[src/rtl/learn_mode_sequencer_pkg.sv]
// rtl/learn_mode_sequencer_pkg.sv - shared note-code boundaries, duration/octave/state enums
package learn_mode_sequencer_pkg;

  localparam int CODE_W = 6;

  // Codes fall into three 21-wide octave groups (mid, low, high); inside a group
  // offsets 1-7 are eighths, 8-14 quarters, 15-21 sixteenths. Code 0 is the rest.
  localparam logic [5:0] LOW_BASE      = 6'd21;
  localparam logic [5:0] HIGH_BASE     = 6'd42;
  localparam logic [5:0] QUARTER_OFS   = 6'd8;
  localparam logic [5:0] SIXTEENTH_OFS = 6'd15;

  typedef enum logic [1:0] {DUR_16, DUR_8, DUR_4} dur_e;

  typedef enum logic [1:0] {
    OCT_MID  = 2'd0,
    OCT_LOW  = 2'd1,
    OCT_HIGH = 2'd2
  } oct_e;

  typedef enum logic [2:0] {
    S_IDLE,
    S_FETCH,
    S_WAIT_KEY,
    S_PLAY,
    S_GAP,
    S_DONE
  } state_e;

  function automatic logic [6:0] pitch_onehot(input logic [2:0] idx);
    return 7'b1000000 >> idx;
  endfunction

endpackage

[src/rtl/learn_mode_sequencer_note_decode.sv]
// rtl/learn_mode_sequencer_note_decode.sv - note code to one-hot pitch, octave and duration class
module learn_mode_sequencer_note_decode
  import learn_mode_sequencer_pkg::*;
(
  input  logic [CODE_W-1:0] code,
  output logic [6:0]        pitch,
  output oct_e              octave,
  output dur_e              dur,
  output logic              is_rest
);

  logic [5:0] rel;
  logic [2:0] idx;

  always_comb begin
    octave  = OCT_MID;
    rel     = code;
    dur     = DUR_8;
    idx     = 3'd0;
    pitch   = 7'd0;
    is_rest = (code == 6'd0);

    if (code > HIGH_BASE) begin
      octave = OCT_HIGH;
      rel    = code - HIGH_BASE;
    end else if (code > LOW_BASE) begin
      octave = OCT_LOW;
      rel    = code - LOW_BASE;
    end

    if (rel >= SIXTEENTH_OFS) begin
      dur = DUR_16;
      idx = 3'(rel - SIXTEENTH_OFS);
    end else if (rel >= QUARTER_OFS) begin
      dur = DUR_4;
      idx = 3'(rel - QUARTER_OFS);
    end else begin
      dur = DUR_8;
      idx = 3'(rel - 6'd1);
    end

    if (!is_rest)
      pitch = pitch_onehot(idx);
  end

endmodule

[src/rtl/learn_mode_sequencer.sv]
// rtl/learn_mode_sequencer.sv - learn-mode playback FSM; LEARN_TIMEOUT_EN enables the key-wait timeout
module learn_mode_sequencer
  import learn_mode_sequencer_pkg::*;
#(
  parameter int ADDR_W        = 8,
  parameter int TICKS_16      = 5,
  parameter int TICKS_8       = 10,
  parameter int TICKS_4       = 20,
  parameter int GAP_TICKS     = 2,
  parameter int TIMEOUT_TICKS = 200,
  parameter int SCORE_W       = 8
) (
  input  logic               clk,
  input  logic               reset,
  input  logic               tick,
  input  logic               start,
  input  logic               stop,
  input  logic [1:0]         song_sel,
  output logic               note_req,
  output logic [ADDR_W-1:0]  note_addr,
  output logic [1:0]         song_q,
  input  logic               note_ack,
  input  logic [CODE_W-1:0]  note_code,
  input  logic               note_last,
  input  logic               key_valid,
  input  logic [6:0]         key_lights,
  input  logic [1:0]         key_oct,
  output logic               play_en,
  output logic [CODE_W-1:0]  play_code,
  output logic [6:0]         lights,
  output logic               isHight,
  output logic               isLow,
  output logic               busy,
  output logic               done,
  output logic [SCORE_W-1:0] hits,
  output logic [SCORE_W-1:0] misses
);

  localparam int MAX_TICKS = (TIMEOUT_TICKS > TICKS_4) ? TIMEOUT_TICKS : TICKS_4;
  localparam int CNT_W     = $clog2(MAX_TICKS + 1);

  state_e              state, next_state;
  logic                entry;
  logic [CNT_W-1:0]    cnt;
  logic [CNT_W-1:0]    dur_last;
  logic [ADDR_W-1:0]   addr;
  logic [CODE_W-1:0]   code_q;
  logic                last_q;
  logic                missed;
  logic                count_en;
  logic                tick_counted;
  logic                key_match;
  logic                hit_inc;
  logic                miss_inc;

  logic [6:0]          exp_pitch;
  oct_e                exp_oct;
  dur_e                exp_dur;
  logic                exp_rest;

  learn_mode_sequencer_note_decode u_note_decode (
    .code    (code_q),
    .pitch   (exp_pitch),
    .octave  (exp_oct),
    .dur     (exp_dur),
    .is_rest (exp_rest)
  );

  always_comb begin
    case (exp_dur)
      DUR_16:  dur_last = CNT_W'(TICKS_16 - 1);
      DUR_4:   dur_last = CNT_W'(TICKS_4 - 1);
      default: dur_last = CNT_W'(TICKS_8 - 1);
    endcase
  end

`ifdef LEARN_TIMEOUT_EN
  assign count_en = (state == S_PLAY) || (state == S_GAP) || (state == S_WAIT_KEY);
`else
  assign count_en = (state == S_PLAY) || (state == S_GAP);
`endif

  // The first cycle of every state ignores tick so durations are whole ticks.
  assign tick_counted = tick && !entry && count_en;
  assign key_match    = (key_lights == exp_pitch) && (key_oct == exp_oct);

  always_comb begin
    next_state = state;
    hit_inc    = 1'b0;
    miss_inc   = 1'b0;
    case (state)
      S_IDLE:
        if (start) next_state = S_FETCH;
      S_FETCH:
        if (note_ack) next_state = (note_code == '0) ? S_PLAY : S_WAIT_KEY;
      S_WAIT_KEY: begin
        if (key_valid) begin
          if (key_match) begin
            next_state = S_PLAY;
            hit_inc    = !missed;
          end else begin
            miss_inc = 1'b1;
          end
        end
`ifdef LEARN_TIMEOUT_EN
        else if (tick_counted && cnt == CNT_W'(TIMEOUT_TICKS - 1)) begin
          next_state = S_PLAY;
          miss_inc   = 1'b1;
        end
`endif
      end
      S_PLAY:
        if (tick_counted && cnt == dur_last) next_state = S_GAP;
      S_GAP:
        if (tick_counted && cnt == CNT_W'(GAP_TICKS - 1))
          next_state = last_q ? S_DONE : S_FETCH;
      S_DONE:
        next_state = S_IDLE;
      default:
        next_state = S_IDLE;
    endcase
  end

  always_ff @(posedge clk) begin
    if (reset || stop) begin
      state  <= S_IDLE;
      entry  <= 1'b0;
      cnt    <= '0;
      addr   <= '0;
      song_q <= '0;
      code_q <= '0;
      last_q <= 1'b0;
      missed <= 1'b0;
    end else begin
      state <= next_state;
      if (next_state != state) begin
        entry <= 1'b1;
        cnt   <= '0;
      end else begin
        entry <= 1'b0;
        if (tick_counted) cnt <= cnt + 1'b1;
      end
      if (state == S_IDLE && start) begin
        addr   <= '0;
        song_q <= song_sel;
      end
      if (state == S_FETCH && note_ack) begin
        code_q <= note_code;
        last_q <= note_last;
        missed <= 1'b0;
      end
      if (state == S_GAP && next_state == S_FETCH) addr <= addr + 1'b1;
      if (miss_inc) missed <= 1'b1;
    end
  end

  // Scores survive stop so the display can still show the aborted attempt.
  always_ff @(posedge clk) begin
    if (reset) begin
      hits   <= '0;
      misses <= '0;
    end else if (!stop) begin
      if (state == S_IDLE && start) begin
        hits   <= '0;
        misses <= '0;
      end else begin
        if (hit_inc && hits != '1)    hits   <= hits + 1'b1;
        if (miss_inc && misses != '1) misses <= misses + 1'b1;
      end
    end
  end

  assign note_req  = (state == S_FETCH);
  assign note_addr = addr;
  assign busy      = (state != S_IDLE);
  assign done      = (state == S_DONE);
  assign play_en   = (state == S_PLAY) && !exp_rest;
  assign play_code = (state == S_PLAY) ? code_q : '0;
  assign lights    = (state == S_WAIT_KEY) ? exp_pitch : 7'd0;
  assign isHight   = (state == S_WAIT_KEY) && (exp_oct == OCT_HIGH);
  assign isLow     = (state == S_WAIT_KEY) && (exp_oct == OCT_LOW);

endmodule
[config.mk]
export PLATFORM = sky130hd
export DESIGN_NAME = learn_mode_sequencer
export DESIGN_NICKNAME = d
export VERILOG_FILES = /design/src/rtl/learn_mode_sequencer_pkg.sv /design/src/rtl/learn_mode_sequencer_note_decode.sv /design/src/rtl/learn_mode_sequencer.sv
export SDC_FILE = /design/constraint.sdc
export NUM_CORES = 1
export LEC_CHECK = 0
export CAP_MARGIN = 10
export CORE_MARGIN = 2
export CORE_UTILIZATION = 40
export CTS_CLUSTER_DIAMETER = 50
export CTS_CLUSTER_SIZE = 28
export DETAILED_ROUTE_END_ITERATION = 10
export GPL_TIMING_DRIVEN = 0
export PLACE_DENSITY = 0.65
export SYNTH_ARGS = -nofsm -noshare
export SYNTH_HDL_FRONTEND = slang
export SYNTH_SLANG_ARGS = --single-unit
[constraint.sdc]
create_clock -name clk -period 4.94 [get_ports clk]
set_input_delay 0.494 -clock clk [delete_from_list [all_inputs] [get_ports clk]]
set_output_delay 0.494 -clock clk [all_outputs]
set_load 0.02 [all_outputs]
Yosys cells after proc, flatten, opt, wreduce, memory -nomap -nowiden. Index checks and enable logic that the tools add are counted.

Flip-flop bits (word level): 46. Bits in latches: 0. RAM bits: 0. ROM bits: 0. Bits of input ports: 25. Output and inout port bits: 45. Logic and storage cells: 107. Memories: 0.

Add/subtract/negate cells: 9. $mul: 0. Divide/modulo/power cells: 0. Order comparisons: 4. Equal/unequal tests: 16. Shifts and indexed selects: 1. Muxes and demuxes: 36. Bitwise operators: 1. Reductions and logical operators: 30.

Operator list (number): 8-bit 2-to-1 mux (6); 8-bit by 1-bit adder with 8-bit output (second input constant) (4); 3-bit 2-to-1 mux (9); 6-bit 2-to-1 mux (3); 8-bit != test (second input constant) (2); 3-bit one-hot mux with 5 select lines (1); 7-bit 2-to-1 mux (2); 1-bit logical AND (13); 6-bit by 4-bit greater-or-equal comparator with 1-bit output (second input constant) (2); 6-bit logical NOT (2); 1-bit 2-to-1 mux (11); 5-bit one-hot mux with 2 select lines (1); 8-bit by 1-bit == test with 1-bit output (second input constant) (1); 8-bit == test (1); 2-bit nonzero test (4); 7-bit == test (1); 7-bit by 3-bit right shift with 7-bit output (first input constant) (1); 3-bit by 1-bit == test with 1-bit output (second input constant) (2); 3-bit by 2-bit == test with 1-bit output (second input constant) (2); 3-bit == test (second input constant) (2); 6-bit by 5-bit > comparator with 1-bit output (second input constant) (1); 6-bit > comparator (second input constant) (1); 2-bit 2-to-1 mux (3); 3-bit by 1-bit subtractor with 3-bit output (second input constant) (2); other kinds (15) (20).

Longest topological paths before layout. Gate-level depths: netlist of the first run.

Word-level depth: 16. Depth in mapped cells: 19. Gate-level depth less buffers: 17.

By module. A second synthesis of the first run with hierarchy kept.

Cell total of the unflattened synthesis: 410. Area, all modules: 3348.2 µm².

Modules (own cells, without submodules): learn_mode_sequencer (times used 1, cells each 322, area an instance 2661.3 µm², seq. area each 920.9 µm²); learn_mode_sequencer_note_decode (times used 1, cells each 88, area an instance 686.9 µm², seq. area each 0.0 µm²).

Worst setup path before layout of the first run. OpenSTA, ideal clock, no wires.

Path type: register to register. From: register code_q[1]. To: register hits[5]. Library setup time: 72 ps. Data arrival time: 4430 ps. Data required time: 4868 ps. Path slack: 438 ps. Stages on the path, launching flop included: 18. Buffers on the path: 1. Clock period less this slack: 4502 ps. Cells stage by stage: dfxtp_1 > inv_1 > ha_1 > nor3b_2 > o21a_1 > o21ai_0 > xnor2_1 > inv_1 > ha_1 > and3_1 > a2111oi_4 > nand2_2 > a221o_1 > a211o_1 > or4_4 > buf_6 > a2111oi_4 > mux2i_1.

Longest elaborated chain between the ends: 16. Elaborated cells between the ends (all ways): 27. Classes of those cells: add/sub: 5; order compare: 4; eq/ne: 2; shift: 1; mux: 10; reduce/logical: 5.

RTL lines: start, declared (line learn_mode_sequencer.sv:47) `logic [CODE_W-1:0] code_q;`; start signal, assigned (line learn_mode_sequencer.sv:148) `code_q <= note_code;`; 6-bit by 5-bit subtractor with 6-bit output / 6-bit by 5-bit > comparator with 1-bit output (equally long branches) (line learn_mode_sequencer_note_decode.sv:28, learn_mode_sequencer_note_decode.sv:26); 6-bit 2-to-1 mux (line learn_mode_sequencer_note_decode.sv:26) `end else if (code > LOW_BASE) begin`; 6-bit 2-to-1 mux (line learn_mode_sequencer_note_decode.sv:23) `if (code > HIGH_BASE) begin`; 6-bit by 4-bit greater-or-equal comparator with 1-bit output, or another cell as far along (line learn_mode_sequencer_note_decode.sv:34) `end else if (rel >= QUARTER_OFS) begin`; 3-bit 2-to-1 mux (line learn_mode_sequencer_note_decode.sv:34); 3-bit 2-to-1 mux (line learn_mode_sequencer_note_decode.sv:31) `if (rel >= SIXTEENTH_OFS) begin`; 7-bit by 3-bit right shift with 7-bit output (line learn_mode_sequencer_pkg.sv:31) `return 7'b1000000 >> idx;`; 7-bit 2-to-1 mux (line learn_mode_sequencer_note_decode.sv:42) `if (!is_rest)`; 7-bit == test (line learn_mode_sequencer.sv:85) `assign key_match = (key_lights == exp_pitch) && (key_oct == exp_oct);`; 1-bit logical AND (*) (line learn_mode_sequencer.sv:85); 1-bit 2-to-1 mux (*) (line learn_mode_sequencer.sv:98) `if (key_match) begin`; 1-bit 2-to-1 mux (*) (line learn_mode_sequencer.sv:97) `if (key_valid) begin`; 1-bit 2-to-1 mux (*) (line learn_mode_sequencer.sv:91) `case (state)`; 1-bit logical AND (*) (line learn_mode_sequencer.sv:167) `if (hit_inc && hits != '1) hits <= hits + 1'b1;`; 2-bit nonzero test (no line) (*); 2-bit AND reduction (no line) (*); end signal, assigned (line learn_mode_sequencer.sv:167); end, declared (line learn_mode_sequencer.sv:35) `output logic [SCORE_W-1:0] hits,`.

Every way passes the cells marked *; elsewhere a longest branch is shown, timed or not. A chain may end at the register's enable or synchronous reset.

Final worst setup path of the first run. Same ends and word-level chain as after synthesis.

==> summary.json, run 1 <==
{
  "place": {
    "port-buffer-count": 67,
    "place_ws_ns": -0.212,
    "gp_congestion": 0.856,
    "hpwlAfterDp_mm": 6.78
  },
  "worst_setup_path": {
    "worstSetupStartpointType": "flip-flop",
    "arrival_ns": 4.91,
    "timing_worst_setup_path_type": "reg2reg",
    "critical-path-top-delay-family": "compound AO/OA/AOI/OAI gates",
    "worst_reg_to_reg_setup_slack_ns": 0.27,
    "worstReg2RegEnd": "hits[5]$_SDFFE_PP0P_",
    "critPathBufInv": 3,
    "critical_path_sink_type": "flip-flop",
    "cp_max_fo": 7,
    "rr_worst_depth": 18,
    "critical_path_required_ns": 5.18,
    "slowest_delay_ns": 0.50,
    "r2r_start": "code_q[1]$_SDFFE_PP0P_",
    "critical-path-slowest-cell": "sky130_fd_sc_hd__or4_4",
    "crit_path_cell_chain": "inv_2 -> ha_1 -> nor3b_4 -> o21a_1 -> o21ai_1 -> xnor2_2 -> buf_4 -> ha_1 -> xnor2_1 -> a211oi_1 -> a2111oi_4 -> nand2_2 -> a221o_1 -> a211o_1 -> or4_4 -> buf_6 -> a2111oi_4 -> mux2i_1"
  },
  "timing": {
    "finalSetupViolCount": 0,
    "fin_worst_skew_ns": 0.00794,
    "achievable-frequency_mhz": 214,
    "final_min_period_over_clock_period_pct": 94.5,
    "final.setup.worst_slack_ns": 0.272,
    "final_max_slew_viol_count": 0,
    "finalHoldViolations": 0,
    "fin_crit_ns": 4.67,
    "worst-slew-pin-transition_ns": 1.13,
    "timing.max_slew.rel_slack_pct": 24.0
  },
  "clock_network": {
    "tritoncts": "yes",
    "cts-buffers-inserted": 5,
    "ctsHoldBuffers": 0,
    "clk-insertion-delay-late_ns": 0.30,
    "root_buffer_selected_by_cts": "sky130_fd_sc_hd__clkbuf_8",
    "clock_sink_count": 46,
    "cts_buffer_depth": 2,
    "clk_transition_reported_paths_ns": 0.09,
    "clock_tree.htree_level_count": 2
  },
  "finish": {
    "n_antenna_cell": 0,
    "utilization_pct": 53.2,
    "multi_input_comb_area_um2": 2320,
    "register_area_um2": 923,
    "layout.nets": 555,
    "drive_gt1_share_pct": 9.88,
    "filler_cell_count": 806,
    "area.growth.synth_to_final_pct": 30.7
  },
  "route": {
    "drt_drc_violations_left": 0,
    "detail_route.iter0.violations": 153,
    "detail-route-antenna-nets": 0,
    "routed_vias": 3436,
    "postRouteWirelength_mm": 8.93,
    "viasPerCell": 5.53,
    "routedWlPerCell_um": 14.4,
    "drtPass1Iterations": 4
  },
  "logic_synthesis": {
    "synth_cell_type_count": 68,
    "ys_dominant_reg_cell": "sky130_fd_sc_hd__dfxtp_1",
    "netlist_instances": 434,
    "ys_warn_count": 0,
    "count_of_flip_flops_with_a_built_in_enable_after_synthesis": 0,
    "seq_area_frac_synth_pct": 27.8,
    "synth_area_per_cell_um2": 7.63,
    "ys_seq_elements": 46,
    "mappedNetlistNets": 474,
    "synthArstFlopShare_pct": 0,
    "syn_area_um2": 3310
  },
  "global_route": {
    "first_pass_grt_wire_length_mm": 14.6,
    "largest_net_degree_at_the_start_of_global_routing": 15,
    "antenna_found_initial": 0,
    "grt_use_total_pct": 19.9,
    "grt_overflow": 0,
    "grt_pass1_vias": 3135
  },
  "power_and_ir_drop": {
    "cellLeakagePower_nw": 1.49,
    "pwr_density_cell_nw_per_um2": 163,
    "power.ir.vdd_worst_v": 0.000153
  },
  "die": {
    "floorplan.rows": 33,
    "initial_core_util_pct": 40.7,
    "design.die.area_um2": 9030,
    "fp.dieH_um": 95.0,
    "core_area_um2": 8130,
    "design.portCount": 70,
    "die_w_um": 95.0
  },
  "worst_hold_path": {
    "timing.hold.worst.start": "missed$_SDFFE_PP0P_",
    "timing.hold.worst.class": "reg2reg",
    "min_delay_path_depth": 2,
    "worstHoldEndpoint": "missed$_SDFFE_PP0P_"
  },
  "flow_run": {
    "max_cap_viol_count": 0
  },
  "status": {
    "run_status": "complete, no violations"
  }
}
[cell usage in the layout, fill, tap and decap left out, types with 4 or more instances in the layout]
cell type	Yosys	final
sky130_fd_sc_hd__o21ai_1	4	4
sky130_fd_sc_hd__or4_1	6	6
sky130_fd_sc_hd__o22ai_1	4	4
sky130_fd_sc_hd__nand3_1	22	22
sky130_fd_sc_hd__buf_2	4	4
sky130_fd_sc_hd__buf_4	0	7
sky130_fd_sc_hd__o211ai_1	7	7
sky130_fd_sc_hd__ha_1	15	13
sky130_fd_sc_hd__mux2i_1	8	7
sky130_fd_sc_hd__a211oi_1	4	4
sky130_fd_sc_hd__o21ai_0	17	16
sky130_fd_sc_hd__xnor2_1	7	5
sky130_fd_sc_hd__nor2_1	42	42
sky130_fd_sc_hd__dfxtp_1	46	44
sky130_fd_sc_hd__o22a_1	5	5
sky130_fd_sc_hd__nor3_1	9	9
sky130_fd_sc_hd__and3_1	11	11
sky130_fd_sc_hd__o31ai_1	7	6
sky130_fd_sc_hd__and2_1	10	10
sky130_fd_sc_hd__clkdlybuf4s50_1	0	67
sky130_fd_sc_hd__or3_1	4	4
sky130_fd_sc_hd__a21oi_1	30	29
sky130_fd_sc_hd__nor3b_1	6	6
sky130_fd_sc_hd__inv_1	17	15
sky130_fd_sc_hd__clkbuf_1	11	10
sky130_fd_sc_hd__clkbuf_8	0	6
sky130_fd_sc_hd__nand2_1	60	60
sky130_fd_sc_hd__nand2b_1	6	6
sky130_fd_sc_hd__xor2_1	6	6
[stage by stage]
step / TNS (ns) / instance area, um^2 / cells / total power, W / hold WS (ns)
final: 0 / 4330 / 621 / 0.000707 / 0.467
after global placement: -1.35 / 4120 / 606 / 0.000463 / 0.448
after floorplan: 0 / 3310 / 434 / 0.000428 / 0.431
after detailed placement: -3.14 / 4120 / 606 / 0.000465 / 0.457
after CTS: 0 / 4260 / 616 / 0.000711 / 0.471
after global routing: -0.00901 / 4330 / 621 / 0.000736 / 0.484
[logic make-up (layout without fill, tap and decap cells)]
group / after synthesis / count (layout) / synth area share (%)
buf+inv: 33 / 115 / 4.12
simple gates: 206 / 206 / 31.9
xor+xnor: 14 / 14 / 3.93
compound gates: 112 / 112 / 24.1
fa+ha+maj: 15 / 15 / 5.66
flops: 46 / 46 / 27.8
mux: 8 / 8 / 2.42
[flip-flops by register name, indices dropped and copies added (netlist names)]
| register | count |
|---|---|
| song_q | 2 |
| missed | 1 |
| last_q | 1 |
| note_addr | 8 |
| cnt | 8 |
| misses | 8 |
| hits | 8 |
| state | 3 |
| entry | 1 |
| code_q | 6 |
[how the worst max path moves through the flow]
stage,startpoint,to,slack [ns],cells past startpoint
floorplan,code_q[1]$_SDFFE_PP0P_,hits[5]$_SDFFE_PP0P_,0.44,17
global placement,code_q[1]$_SDFFE_PP0P_,hits[5]$_SDFFE_PP0P_,-0.11,19
detailed placement,code_q[1]$_SDFFE_PP0P_,cnt[3]$_SDFFE_PP0P_,-0.21,17
CTS,code_q[0]$_SDFFE_PP0P_,hits[5]$_SDFFE_PP0P_,0.05,19
global route,code_q[1]$_SDFFE_PP0P_,hits[5]$_SDFFE_PP0P_,-0.009,18
finish,code_q[1]$_SDFFE_PP0P_,hits[5]$_SDFFE_PP0P_,0.27,18
[area by class of cell]
class | count | area share (%)
multi-input combinational | 355 | 53.6
inverter | 17 | 1.47
timing repair buffer | 74 | 16.7
clock inverter | 2 | 0.289
sequential | 46 | 21.3
clock buffer | 6 | 1.91
tap | 105 | 3.03
buffer | 16 | 1.70
[per-layer routing]
| metal | global-route usage [%] | vias to the layer above | wire (um) |
|---|---|---|---|
| met3 | 2.53 | 9 | 258 |
| li1 | - | 1745 | - |
| met2 | 34.5 | 77 | 4290 |
| met1 | 26.6 | 1605 | 4310 |
| met4 | 4.35 | 0 | 76 |
| met5 | 0 | - | 0 |
[timing repair]
action | CTS | global route
pin swaps | 2 | 4
gates resized for setup | 6 | 13
buffers inserted | 2 | 5
endpoints found under the setup margin | 25 | 29
[where the power goes]
group          total [W]  internal (W)  switching [W]  leakage (nW)
combinational  0.0000872     0.0000393      0.0000479          1.07
sequential      0.000374      0.000372     0.00000143         0.372
clock           0.000246      0.000113       0.000133        0.0472
[worst register-to-register path: cells and delay by family (launching register included)]
kind | cells | cell delay [ns]
AO/OA/AOI/OAI | 7 | 1.85
XOR/XNOR | 2 | 0.35
adder cells (fa/ha/maj) | 2 | 0.46
buffers and inverters | 3 | 0.42
flip-flops | 1 | 0.41
multiplexers | 1 | 0.22
AND/OR/NAND/NOR | 3 | 0.88
[cells in the mapped netlist (all sizes together), types with 3 or more instances]
master  count  share of area, %
a211oi      4              0.91
a21oi      30               4.5
a31oi       5               1.1
and2       10               1.9
and3       11               2.1
and4        3              0.79
buf         5              0.94
clkbuf     11               1.2
dfxtp      46                28
ha         15               5.7
inv        17               1.9
mux2i       8               2.4
nand2      61               7.0
nand2b      6               1.1
nand3      22               3.3
nand3b      3              0.68
nand4       3              0.57
nor2       42               4.8
nor2b       3              0.57
nor3        9               1.4
nor3b       7               1.7
nor4b       3              0.98
o211ai      8               2.0
o21a        3              0.68
o21ai      21               3.2
o22a        5               1.3
o22ai       4              0.76
o31ai       7               1.6
or2         6               1.1
or3         4              0.76
or4         7               1.7
xnor2       8               2.3
xor2        6               1.6
Note: power is estimated with default switching activity, not from simulation.
==> inputs of run 2 (changes only) <==
Settings changed: CORE_UTILIZATION 40 to 37, PLACE_DENSITY 0.65 to unset.
==> summary.json, run 2 (same netlist as run 1, synthesis figures left out) <==
{
  "timing": {
    "fin_crit_ns": 4.75,
    "setup_total_negative_slack_ns": 0,
    "finalSetupViolCount": 0,
    "timing.max_slew.rel_slack_pct": 21.2,
    "final_max_slew_viol_count": 0,
    "fin_worst_skew_ns": 0.00665,
    "finalHoldViolations": 0,
    "final.setup.worst_slack_ns": 0.189,
    "achievable-frequency_mhz": 210,
    "final_min_period_over_clock_period_pct": 96.2,
    "worst-slew-pin-transition_ns": 1.17
  },
  "place": {
    "gp_congestion": 0.833,
    "port-buffer-count": 67,
    "hpwlAfterDp_mm": 6.78,
    "place_ws_ns": -0.179,
    "detailed_place.area_um2": 4120
  },
  "route": {
    "routedWlPerCell_um": 14.3,
    "postRouteWirelength_mm": 8.91,
    "detail_route.iter0.violations": 128,
    "detail-route-antenna-nets": 0,
    "drtPass1Iterations": 4,
    "viasPerCell": 5.49,
    "drt_drc_violations_left": 0,
    "routed_vias": 3408
  },
  "die": {
    "initial_core_util_pct": 38.0,
    "design.portCount": 70,
    "die_w_um": 98.6,
    "core_area_um2": 8720,
    "floorplan.rows": 34,
    "design.die.area_um2": 9730,
    "fp.dieH_um": 98.6
  },
  "global_route": {
    "grt_use_total_pct": 17.8,
    "grt_overflow": 0,
    "largest_net_degree_at_the_start_of_global_routing": 14,
    "grt_pass1_vias": 3122,
    "first_pass_grt_wire_length_mm": 14.6,
    "antenna_found_initial": 0
  },
  "worst_setup_path": {
    "critical_path_sink_type": "flip-flop",
    "worstReg2RegEnd": "hits[5]$_SDFFE_PP0P_",
    "critical_path_required_ns": 5.18,
    "r2r_start": "code_q[0]$_SDFFE_PP0P_",
    "worst_reg_to_reg_setup_slack_ns": 0.19,
    "rr_worst_depth": 19,
    "worstSetupStartpointType": "flip-flop",
    "cp_max_fo": 6,
    "arrival_ns": 4.99,
    "timing_worst_setup_path_type": "reg2reg"
  },
  "finish": {
    "utilization_pct": 49.4,
    "mostFrequentLayoutCell": "sky130_fd_sc_hd__clkdlybuf4s50_1",
    "final_area_um2": 4310,
    "area.growth.synth_to_final_pct": 30.1,
    "layout.nets": 552,
    "drive_gt1_share_pct": 8.38,
    "n_antenna_cell": 0,
    "layout_common_cells": "sky130_fd_sc_hd__clkdlybuf4s50_1, sky130_fd_sc_hd__nand2_1, sky130_fd_sc_hd__dfxtp_1",
    "filler_cell_count": 884
  },
  "power_and_ir_drop": {
    "pwr_density_cell_nw_per_um2": 170,
    "cellLeakagePower_nw": 1.48,
    "power.ir.vdd_worst_v": 0.0000983
  },
  "worst_hold_path": {
    "timing.hold.worst.class": "reg2reg",
    "worstHoldEndpoint": "missed$_SDFFE_PP0P_",
    "min_delay_path_depth": 2,
    "timing.hold.worst.start": "missed$_SDFFE_PP0P_"
  },
  "status": {
    "run_status": "complete, no violations"
  },
  "clock_network": {
    "tritoncts": "yes",
    "root_buffer_selected_by_cts": "sky130_fd_sc_hd__clkbuf_8",
    "clock_sink_count": 46,
    "cts-buffers-inserted": 5,
    "clk-insertion-delay-late_ns": 0.31,
    "clock_tree.htree_level_count": 2,
    "cts_buffer_depth": 2,
    "clk_transition_reported_paths_ns": 0.09
  },
  "flow_run": {
    "max_cap_viol_count": 0
  }
}
## run 2: per-layer routing
layer,vias to the layer above,share of wire [%],global-route usage (%)
met2,72,48,29.7
li1,1743,-,-
met1,1587,48,24.5
met3,6,3.1,2.77
met5,-,0,0
met4,0,0.74,3.27
## run 2: how the worst max path moves through the flow
stage                                 from                   end  slack, ns  depth (start not counted)
floorplan           code_q[1]$_SDFFE_PP0P_  hits[5]$_SDFFE_PP0P_       0.44                         17
global placement    code_q[1]$_SDFFE_PP0P_   cnt[1]$_SDFFE_PP0P_      -0.18                         17
detailed placement  code_q[1]$_SDFFE_PP0P_  hits[5]$_SDFFE_PP0P_      -0.18                         18
CTS                 code_q[1]$_SDFFE_PP0P_  hits[5]$_SDFFE_PP0P_      0.006                         18
global route        code_q[0]$_SDFFE_PP0P_  hits[5]$_SDFFE_PP0P_     -0.005                         19
finish              code_q[0]$_SDFFE_PP0P_  hits[5]$_SDFFE_PP0P_       0.19                         19
## run 2: area by class of cell
class | instances | area (um^2) | share of cell area, %
repair buffers | 71 | 701 | 16.3
multi-input cells | 355 | 2300 | 53.4
plain buffers | 16 | 75.1 | 1.74
clock buffers | 8 | 110 | 2.55
flip-flops and latches | 46 | 923 | 21.4
well taps | 108 | 135 | 3.13
inverters | 17 | 63.8 | 1.48
## run 2: where the power goes
| part | switching, W | internal [W] | total [W] |
|---|---|---|---|
| Combinational | 0.0000472 | 0.0000384 | 0.0000857 |
| Clock | 0.000133 | 0.000141 | 0.000274 |
| Sequential | 0.00000140 | 0.000372 | 0.000374 |
## run 2: what timing repair did
item	4_1_cts	5_1_grt
pin swaps	2	3
setup endpoints to repair	25	27
hold endpoints to repair	0	0
setup buffers	3	1
gates resized for setup	3	10
hold buffers	0	0
## run 2: worst max-delay path, cell delays in order (launching register included)
cell and delay (ns):
sky130_fd_sc_hd__dfxtp_2 0.39, sky130_fd_sc_hd__inv_1 0.13, sky130_fd_sc_hd__ha_1 0.28, sky130_fd_sc_hd__nor3b_2 0.28, sky130_fd_sc_hd__o21a_1 0.22, sky130_fd_sc_hd__o21ai_1 0.14, sky130_fd_sc_hd__xnor2_2 0.19, sky130_fd_sc_hd__inv_1 0.13
sky130_fd_sc_hd__ha_2 0.23, sky130_fd_sc_hd__nand2_1 0.13, sky130_fd_sc_hd__and4_1 0.23, sky130_fd_sc_hd__clkbuf_4 0.18, sky130_fd_sc_hd__xnor2_4 0.23, sky130_fd_sc_hd__nor2_1 0.06, sky130_fd_sc_hd__a221o_1 0.32, sky130_fd_sc_hd__a211o_1 0.32
sky130_fd_sc_hd__or4_4 0.50, sky130_fd_sc_hd__buf_6 0.15, sky130_fd_sc_hd__a2111oi_4 0.35, sky130_fd_sc_hd__mux2i_1 0.22
## run 2: stage by stage
step           hold WS (ns)  cells  power, W
2_1_floorplan         0.431    434  0.000428
3_3_place_gp          0.448    609  0.000464
3_5_place_dp          0.451    609  0.000464
4_1_cts               0.464    620  0.000735
5_1_grt               0.472    621  0.000760
6_report              0.462    621  0.000734
==> inputs of run 3 (changes only) <==
--- a/config.mk
+++ b/config.mk
@@ -9,4 +9,5 @@
 export CORE_MARGIN = 2
 export CORE_UTILIZATION = 37
+export CTS_BUF_LIST = sky130_fd_sc_hd__clkbuf_4 sky130_fd_sc_hd__clkbuf_8
 export CTS_CLUSTER_DIAMETER = 50
 export CTS_CLUSTER_SIZE = 28
==> constraint.sdc (replaced) <==
create_clock -name clk -period 4.94 [get_ports clk]
set_input_delay 0.988 -clock clk [delete_from_list [all_inputs] [get_ports clk]]
set_output_delay 0.988 -clock clk [all_outputs]
set_load 0.02 [all_outputs]
==> summary.json, run 3 (same netlist as run 1, synthesis figures left out) <==
{
  "worst_setup_path": {
    "critical_path_sink_type": "flip-flop",
    "crit_path_cell_chain": "inv_1 -> ha_1 -> and2b_1 -> o21ai_1 -> o21ai_1 -> xnor2_2 -> inv_2 -> ha_2 -> nand2_1 -> and4_1 -> clkbuf_4 -> xnor2_4 -> nor2_1 -> a221o_1 -> a211o_1 -> or4_4 -> buf_6 -> a2111oi_4 -> mux2i_1",
    "critical-path-slowest-cell": "sky130_fd_sc_hd__or4_4",
    "worstSetupStartpointType": "flip-flop",
    "arrival_ns": 4.99,
    "critical_path_required_ns": 5.18,
    "crit_path_frequent_cell": "sky130_fd_sc_hd__o21ai_1",
    "slowest_delay_ns": 0.50,
    "cp_max_fo": 6,
    "timing_worst_setup_path_type": "reg2reg",
    "worst_reg_to_reg_setup_slack_ns": 0.19
  },
  "timing": {
    "finalSetupViolCount": 0,
    "fin_worst_skew_ns": 0.00566,
    "fin_crit_ns": 4.75,
    "final_min_period_over_clock_period_pct": 96.1,
    "final_max_slew_viol_count": 0,
    "fin_hold_ws_ns": 0.462,
    "timing.max_slew.rel_slack_pct": 22.7,
    "finalHoldViolations": 0,
    "achievable-frequency_mhz": 211,
    "worst-slew-pin-transition_ns": 1.15
  },
  "clock_network": {
    "root_buffer_selected_by_cts": "sky130_fd_sc_hd__clkbuf_8",
    "clk-insertion-delay-late_ns": 0.31,
    "cts_buffer_depth": 2,
    "ctsHoldBuffers": 0,
    "clock_sink_count": 46,
    "clock_tree.htree_level_count": 2,
    "tritoncts": "yes",
    "cts-buffers-inserted": 5,
    "clk_transition_reported_paths_ns": 0.09
  },
  "die": {
    "floorplan.rows": 34,
    "fp.dieH_um": 98.6,
    "design.portCount": 70,
    "core_area_um2": 8720,
    "die_w_um": 98.6,
    "initial_core_util_pct": 38.0,
    "design.die.area_um2": 9730
  },
  "route": {
    "routedWlPerCell_um": 14.4,
    "viasPerCell": 5.51,
    "drtPass1Iterations": 5,
    "postRouteWirelength_mm": 8.94,
    "detail-route-antenna-nets": 0,
    "detail_route.iter0.violations": 146,
    "routed_vias": 3426,
    "drt_drc_violations_left": 0
  },
  "global_route": {
    "grt_use_total_pct": 17.8,
    "grt_pass1_vias": 3131,
    "largest_net_degree_at_the_start_of_global_routing": 14,
    "grt_overflow": 0,
    "first_pass_grt_wire_length_mm": 14.6,
    "antenna_found_initial": 0
  },
  "finish": {
    "drive_gt1_share_pct": 10.1,
    "n_antenna_cell": 0,
    "utilization_pct": 49.6,
    "layout.nets": 553,
    "final_area_um2": 4330,
    "area.growth.synth_to_final_pct": 30.6,
    "filler_cell_count": 886,
    "layout_common_cells": "sky130_fd_sc_hd__nand2_1, sky130_fd_sc_hd__clkdlybuf4s50_1, sky130_fd_sc_hd__dfxtp_1"
  },
  "place": {
    "port-buffer-count": 67,
    "gp_congestion": 0.833,
    "hpwlAfterDp_mm": 6.78,
    "detailed_place.area_um2": 4120
  },
  "power_and_ir_drop": {
    "cellLeakagePower_nw": 1.53,
    "power.ir.vdd_worst_v": 0.0000970,
    "pwr_density_cell_nw_per_um2": 169,
    "total_power_w": 0.000733
  },
  "worst_hold_path": {
    "timing.hold.worst.class": "reg2reg"
  },
  "flow_run": {
    "max_cap_viol_count": 0
  },
  "status": {
    "run_status": "complete, no violations"
  }
}
## run 3: changes by cell type in the layout (fill, tap and decap cells not counted), moves of 2 or more
cell and delta:
sky130_fd_sc_hd__clkdlybuf4s50_1 -7, sky130_fd_sc_hd__clkbuf_2 +4, sky130_fd_sc_hd__dlygate4sd2_1 +2, sky130_fd_sc_hd__dlymetal6s2s_1 +2
## run 3: critical path, delay by kind of cell, from the launching register on
family | cells | cell delay [ns]
DFF | 1 | 0.36
and+or+nand+nor | 5 | 1.14
buffers and inverters | 4 | 0.64
adders and majority gates | 2 | 0.41
muxes | 1 | 0.22
xor gates and xnor gates | 2 | 0.42
AOI/OAI and AO/OA | 5 | 1.47
## run 3: final cells by class
class	instances	area (um^2)	share of cell area, %
Multi-Input combinational cell	355	2320	53.7
Sequential cell	46	923	21.3
Timing Repair Buffer	72	696	16.1
Tap cell	108	135	3.12
Clock buffer	8	110	2.54
Buffer	16	76.3	1.76
Inverter	17	63.8	1.47
## run 3: per-stage QoR
step	std cells	setup slack (ns)	setup TNS, ns
3_3_place_gp	609	-0.257	-3.78
3_5_place_dp	609	-0.245	-3.50
2_1_floorplan	434	0.438	0
4_1_cts	619	0.0363	0
5_1_grt	622	-0.00111	-0.00111
6_report	622	0.191	0
## run 3: where the power goes
group          total (W)  switching (W)  internal (W)
Combinational  0.0000865      0.0000476     0.0000390
Clock           0.000273       0.000132      0.000141
Sequential      0.000374     0.00000140      0.000372
Total           0.000733       0.000181      0.000553
## run 3: worst paths after layout
check                                            start  depth (start not counted)              endpoint
worst min register to register     missed$_SDFFE_PP0P_                          2   missed$_SDFFE_PP0P_
worst max-delay path            code_q[0]$_SDFFE_PP0P_                         19  hits[5]$_SDFFE_PP0P_
worst min-delay path               missed$_SDFFE_PP0P_                          2   missed$_SDFFE_PP0P_
worst max register to register  code_q[0]$_SDFFE_PP0P_                         19  hits[5]$_SDFFE_PP0P_
## run 3: per-layer routing
| metal | wire length [um] | track usage [%] | up-vias |
|---|---|---|---|
| li1 | - | - | 1744 |
| met1 | 4260 | 24.4 | 1604 |
| met2 | 4320 | 29.8 | 72 |
| met3 | 295 | 2.77 | 6 |
| met4 | 66 | 3.37 | 0 |
| met5 | 0 | 0 | - |
## run 3: repair_timing
item | in CTS | in global routing
hold endpoints to repair | 0 | 0
cloned | 0 | 0
endpoints found under the setup margin | 27 | 27
gates resized for setup | 14 | 22
pin swaps | 2 | 3
setup buffers | 2 | 3
